===== config.mk =====
export PLATFORM = sky130hd
export DESIGN_NAME = fetch_stage
export DESIGN_NICKNAME = d
export VERILOG_FILES = /design/src/rtl/cpu_types_pkg.sv /design/src/rtl/fetch_stage_pipe_latch_ifid.sv /design/src/rtl/fetch_stage.sv
export SDC_FILE = /design/constraint.sdc
export NUM_CORES = 1
export LEC_CHECK = 0
export ABC_CLOCK_PERIOD_IN_PS = 3800
export BUFFER_PORTS_ARGS = -buffer_cell sky130_fd_sc_hd__buf_4
export CAP_MARGIN = 20
export CELL_PAD_IN_SITES_DETAIL_PLACEMENT = 0
export CELL_PAD_IN_SITES_GLOBAL_PLACEMENT = 2
export CORE_MARGIN = 5
export CORE_UTILIZATION = 33
export CTS_BUF_LIST = sky130_fd_sc_hd__clkbuf_4 sky130_fd_sc_hd__clkbuf_8
export CTS_CLUSTER_SIZE = 24
export DETAILED_ROUTE_END_ITERATION = 10
export PLACE_DENSITY_LB_ADDON = 0.25
export SLEW_MARGIN = 25
export SYNTH_ARGS = -nofsm -noshare
export SYNTH_HDL_FRONTEND = slang
export SYNTH_SLANG_ARGS = --single-unit

===== constraint.sdc =====
create_clock -name CLK -period 3.8 [get_ports CLK]
set_input_delay 0.95 -clock CLK [delete_from_list [all_inputs] [get_ports CLK]]
set_output_delay 0.95 -clock CLK [all_outputs]
set_load 0.01 [all_outputs]

===== src/rtl/cpu_types_pkg.sv =====
// Shared CPU types for the fetch stage: word type, fetch FSM states, IF/ID record and helpers.
package cpu_types_pkg;

    typedef logic [31:0] word_t;

    typedef enum logic [1:0] {
        FETCH,
        DRAIN,
        HALTED
    } fetch_state_t;

    localparam word_t NOP_INSTR = 32'h0;

    typedef struct packed {
        word_t instr;
        word_t pc;
        word_t npc;
        logic  valid;
    } ifid_t;

    localparam ifid_t IFID_BUBBLE = '{instr: NOP_INSTR, pc: 32'h0, npc: 32'h0, valid: 1'b0};

    // Branch/jump targets are word addresses; the two low bits are discarded.
    function automatic word_t word_align(input word_t addr);
        return addr & ~32'd3;
    endfunction

endpackage


===== src/rtl/fetch_stage_pipe_latch_ifid.sv =====
// IF/ID pipeline register: clear inserts a bubble, enable captures a new record, else hold.
module pipe_latch_ifid
    import cpu_types_pkg::*;
(
    input  logic  CLK,
    input  logic  nRST,
    input  logic  enable,
    input  logic  clear,
    input  ifid_t d,
    output ifid_t q
);

    always_ff @(posedge CLK) begin
        if (!nRST) begin
            q <= IFID_BUBBLE;
        end else if (clear) begin
            q <= IFID_BUBBLE;
        end else if (enable) begin
            q <= d;
        end
    end

endmodule


===== src/rtl/fetch_stage.sv =====
// Instruction-fetch stage: owns the PC, the icache request and the FETCH/DRAIN/HALTED FSM,
// and feeds the IF/ID latch with fetched words or bubbles.
module fetch_stage
    import cpu_types_pkg::*;
#(
    parameter word_t PC_INIT = 32'h0000_0000
) (
    input  logic  CLK,
    input  logic  nRST,
    input  logic  ihit,
    input  word_t iload,
    output logic  imemREN,
    output word_t imemaddr,
    input  logic  stall,
    input  logic  flush,
    input  logic  redirect_en,
    input  word_t redirect_pc,
    input  logic  halt_dec,
    output word_t instr_out,
    output word_t pc_out,
    output word_t npc_out,
    output logic  valid_out
);

    fetch_state_t state, state_next;
    word_t        pc, pc_next;
    word_t        tgt, tgt_next;
    word_t        pc_plus4;
    logic         advance;
    logic         bubble;
    ifid_t        ifid_d;
    ifid_t        ifid_q;

    assign pc_plus4 = pc + 32'd4;

    always_ff @(posedge CLK) begin
        if (!nRST) begin
            state <= FETCH;
            pc    <= PC_INIT;
            tgt   <= 32'h0;
        end else begin
            state <= state_next;
            pc    <= pc_next;
            tgt   <= tgt_next;
        end
    end

    always_comb begin
        state_next = state;
        pc_next    = pc;
        tgt_next   = tgt;
        advance    = 1'b0;
        bubble     = 1'b0;
        unique case (state)
            FETCH: begin
                if (redirect_en) begin
                    bubble = 1'b1;
                    if (ihit) begin
                        pc_next = word_align(redirect_pc);
                    end else begin
                        tgt_next   = word_align(redirect_pc);
                        state_next = DRAIN;
                    end
                end else if (flush) begin
                    bubble = 1'b1;
                    if (ihit) begin
                        pc_next = pc_plus4;
                    end
                end else if (stall) begin
                    bubble = 1'b0;
                end else if (halt_dec && valid_out) begin
                    bubble     = 1'b1;
                    state_next = HALTED;
                end else if (ihit) begin
                    advance = 1'b1;
                    pc_next = pc_plus4;
                end else begin
                    bubble = 1'b1;
                end
            end
            // The miss in flight keeps its address; the newest redirect target wins on completion.
            DRAIN: begin
                bubble = redirect_en || flush || !stall;
                if (redirect_en) begin
                    tgt_next = word_align(redirect_pc);
                end
                if (ihit) begin
                    pc_next    = tgt_next;
                    state_next = FETCH;
                end
            end
            HALTED: begin
                bubble = 1'b1;
                if (redirect_en) begin
                    pc_next    = word_align(redirect_pc);
                    state_next = FETCH;
                end
            end
            default: begin
                state_next = FETCH;
            end
        endcase
    end

    assign ifid_d = '{instr: iload, pc: pc, npc: pc_plus4, valid: 1'b1};

    pipe_latch_ifid u_ifid (
        .CLK    (CLK),
        .nRST   (nRST),
        .enable (advance),
        .clear  (bubble),
        .d      (ifid_d),
        .q      (ifid_q)
    );

    assign imemREN   = (state != HALTED);
    assign imemaddr  = pc;
    assign instr_out = ifid_q.instr;
    assign pc_out    = ifid_q.pc;
    assign npc_out   = ifid_q.npc;
    assign valid_out = ifid_q.valid;

endmodule


==> results.yml <==
status:
  status: "complete, no violations"
synthesis:
  async_flop_share: 0
  synth-seq-cells: 161
  yosys.area.top_type_share: 0.4354
  synth_area_leaders: "dfxtp_1 44%, nand2_1 12%, a21oi_1 9.4%, a211oi_1 2.7%, nor2_1 2.7%"
  yosysSeqAreaShare: 0.4354
  synth-compound-area-share: 0.2265
  ys_types: 75
  yosys.area.top_type: "dfxtp_1"
  syn_avg_cell_area_um2: 7.968
  ys_warn_count: 0
  synth_top_family_by_area: "compound AO/OA/AOI/OAI gates"
  syn_area_um2: 7402
  ys.flop_type: "dfxtp_1"
  synth_fp_nets: 1005
  synth-simple-area-share: 0.2231
  synth-xor-area-share: 0.03313
  synth-edff-count: 0
  syn_inst: 929
  synthAdderAreaFrac: 0.008452
  synthMuxAreaShare: 0.01521
timing:
  fin_skew_ps: 15.43
  final_max_slew_viol_count: 0
  min_period_over_period: 0.7627
  worstMarginPinSlew_ps: 840.8
  rsz0062_at_grt: "false"
  period_minus_slack_ps: 2898
  setup_tns_ps: 0
  max_freq_ghz: 0.3450
  slew_headroom: 0.4394
  hold_viol: 0
  finalSetupViolations: 0
clocking:
  cts_hold_buf: 0
  cts.path.max_buffers: 2
  cts_inserted_buffers: 17
  clkTransAtPathRegs_ps: 100
  h-tree-depth: 4
  cts_sinks: 161
  tritoncts: "built"
  post_cts_buffers: 0
  clock_latency_ps: 460
  clk_root_buffer_cell: "clkbuf_8"
  cts_resized: 0
hold_path:
  hold_path_class: "flop to flop"
  min_delay_path_depth: 2
  hold_path_end: "tgt[2]"
  hp-start: "tgt[2]"
drt:
  vias: 6917
  wl_per_cell_um: 18.30
  routed_wl_um: 25050
  drt_iter0_markers: 467
  wl_met3_um: 1369
  post-route-drc-count: 0
  routed-wl-met2_um: 10600
  wl_met1_um: 12810
  viasPerCell: 5.053
  drt_pass1_iterations: 5
  routed.top_layer: "met4"
  ant_nets: 0
critical_path:
  worstSetupPathType: "flop to output port"
  crit_start: "state[0]"
  critPathArrivalTime_ps: 1950
  reg2reg_to: "imemaddr[12]"
  reg2regPathDepth: 6
  critPathMaxFanout: 14
  ff2ff_setup_slack_ps: 1070
  rr_startpoint: "state[0]"
  cp-start-kind: "flop"
  worstSetupEndpointType: "output port"
  required_ps: 2850
layout:
  syn2layout_area_growth_pct: 26.93
  drive_gt1_frac: 0.2617
  layout_common_cells: "239 x nand2_1, 209 x buf_4, 161 x dfxtp_1, 139 x a21oi_1, 53 x nor2_1"
  nNetsFinal: 1152
  diodes: 0
  stdcell_count: 1369
  final_common_cell: "nand2_1"
  final_cell_area_um2: 9395
  nFillCells: 2312
placement:
  gp_congestion: 0.7755
  portBuffers: 198
  dp_hpwl_um: 17820
  placed_cell_area_um2: 9025
  dp_cells: 1337
global_routing:
  antenna_found_initial: 0
  grt_overflow: 0
  grt_pass1_vias: 6412
  grt_start_max_net_pins: 69
  grtUsageTotal: 0.1893
  grt_first_pass_wirelength_um: 38590
floorplanning:
  start_util: 0.3371
  num_rows: 54
  core-area_um2: 21960
  io_pins: 201
  fp.dieW_um: 159.8
  die_area_um2: 25530
  die_height_um: 159.8
run:
  max_cap_viol_count: 0
power_and_ir_drop:
  leakagePower_uw: 0.003551
  report.power.total_uw: 3978
  p_per_area_nw_per_um2: 423.4
  max-vdd-ir-drop_mv: 0.1716
-- sequential cells by signal, summed over array words and instances, names as in the netlist --
| name | flops |
|---|---|
| imemaddr | 32 |
| state | 2 |
| u_ifid.q | 95 |
| tgt | 32 |
-- worst max-delay path by stage --
stage	endpoint	slack, ps	cells past startpoint
floorplan	imemaddr[23]	1380	7
global route	imemREN	720	4
global placement	imemaddr[16]	830	7
detailed placement	imemaddr[16]	840	7
finish	imemREN	900	4
CTS	imemREN	870	4
-- synth_stat cells (3+ instances only) --
cell type	number
a21oi_1	139
o21ai_0	19
a22o_1	4
o22ai_1	8
nand3_1	15
nor4_4	3
inv_1	8
a211oi_2	4
nand2_1	239
a211oi_1	27
buf_2	24
o21ai_1	3
xnor2_1	12
clkbuf_1	41
and3_1	6
nor2_1	54
dfxtp_1	161
o31a_1	6
nor3_1	7
nand2_2	3
a32o_1	3
buf_4	6
ha_1	5
buf_1	7
mux2i_1	9
nand4_1	5
clkbuf_2	5
nor4_1	3
a22oi_1	13
nand2b_1	4
nand3_2	3
o32ai_1	3
xor2_1	16
a21o_1	4
o211ai_1	7
-- where the power goes --
group          total, µW  internal (µW)  leakage [µW]  switching, µW
sequential          1930           1770       0.00131            155
combinational        845            346       0.00207            499
clock               1210            489      0.000177            719
total               3980           2610       0.00355           1370
-- kinds of logic (layout without fill, tap and decap cells) --
group / after synthesis / count (layout)
fa+ha+maj: 5 / 5
flops: 161 / 161
compound gates: 266 / 266
xor+xnor: 28 / 28
mux: 11 / 11
buf+inv: 95 / 255
simple gates: 363 / 363
-- per-stage QoR --
step | utilization | worst slack [ps] | hold WS [ps]
2_1_floorplan | - | 1381 | 433.6
3_3_place_gp | 0.4110 | 832.3 | 441.4
3_5_place_dp | 0.4110 | 838.4 | 447.2
4_1_cts | 0.4279 | 874.0 | 460.7
5_1_grt | 0.4279 | 719.0 | 475.3
6_report | 0.4279 | 901.6 | 456.5
-- routing by layer --
layer | vias up | GRT usage
li1 | 3494 | -
met1 | 3200 | 0.2915
met2 | 209 | 0.2676
met3 | 14 | 0.04253
met4 | 0 | 0.04224
met5 | - | 0
-- layout make-up --
type | count | area [µm²] | share of cell area
clock buffers | 18 | 247.7 | 0.02637
repair buffers | 213 | 1649 | 0.1755
flip-flops and latches | 161 | 3223 | 0.3431
clock inverters | 14 | 122.6 | 0.01305
well taps | 280 | 350.3 | 0.03729
multi-input cells | 673 | 3765 | 0.4007
inverters | 10 | 37.54 | 0.003995
-- critical path, cell delays in order (launching register included) --
cell	delay, ps
dfxtp_1	380
inv_1	110
ha_1	560
inv_1	230
buf_4	200
(Power assumes the default switching activity.)
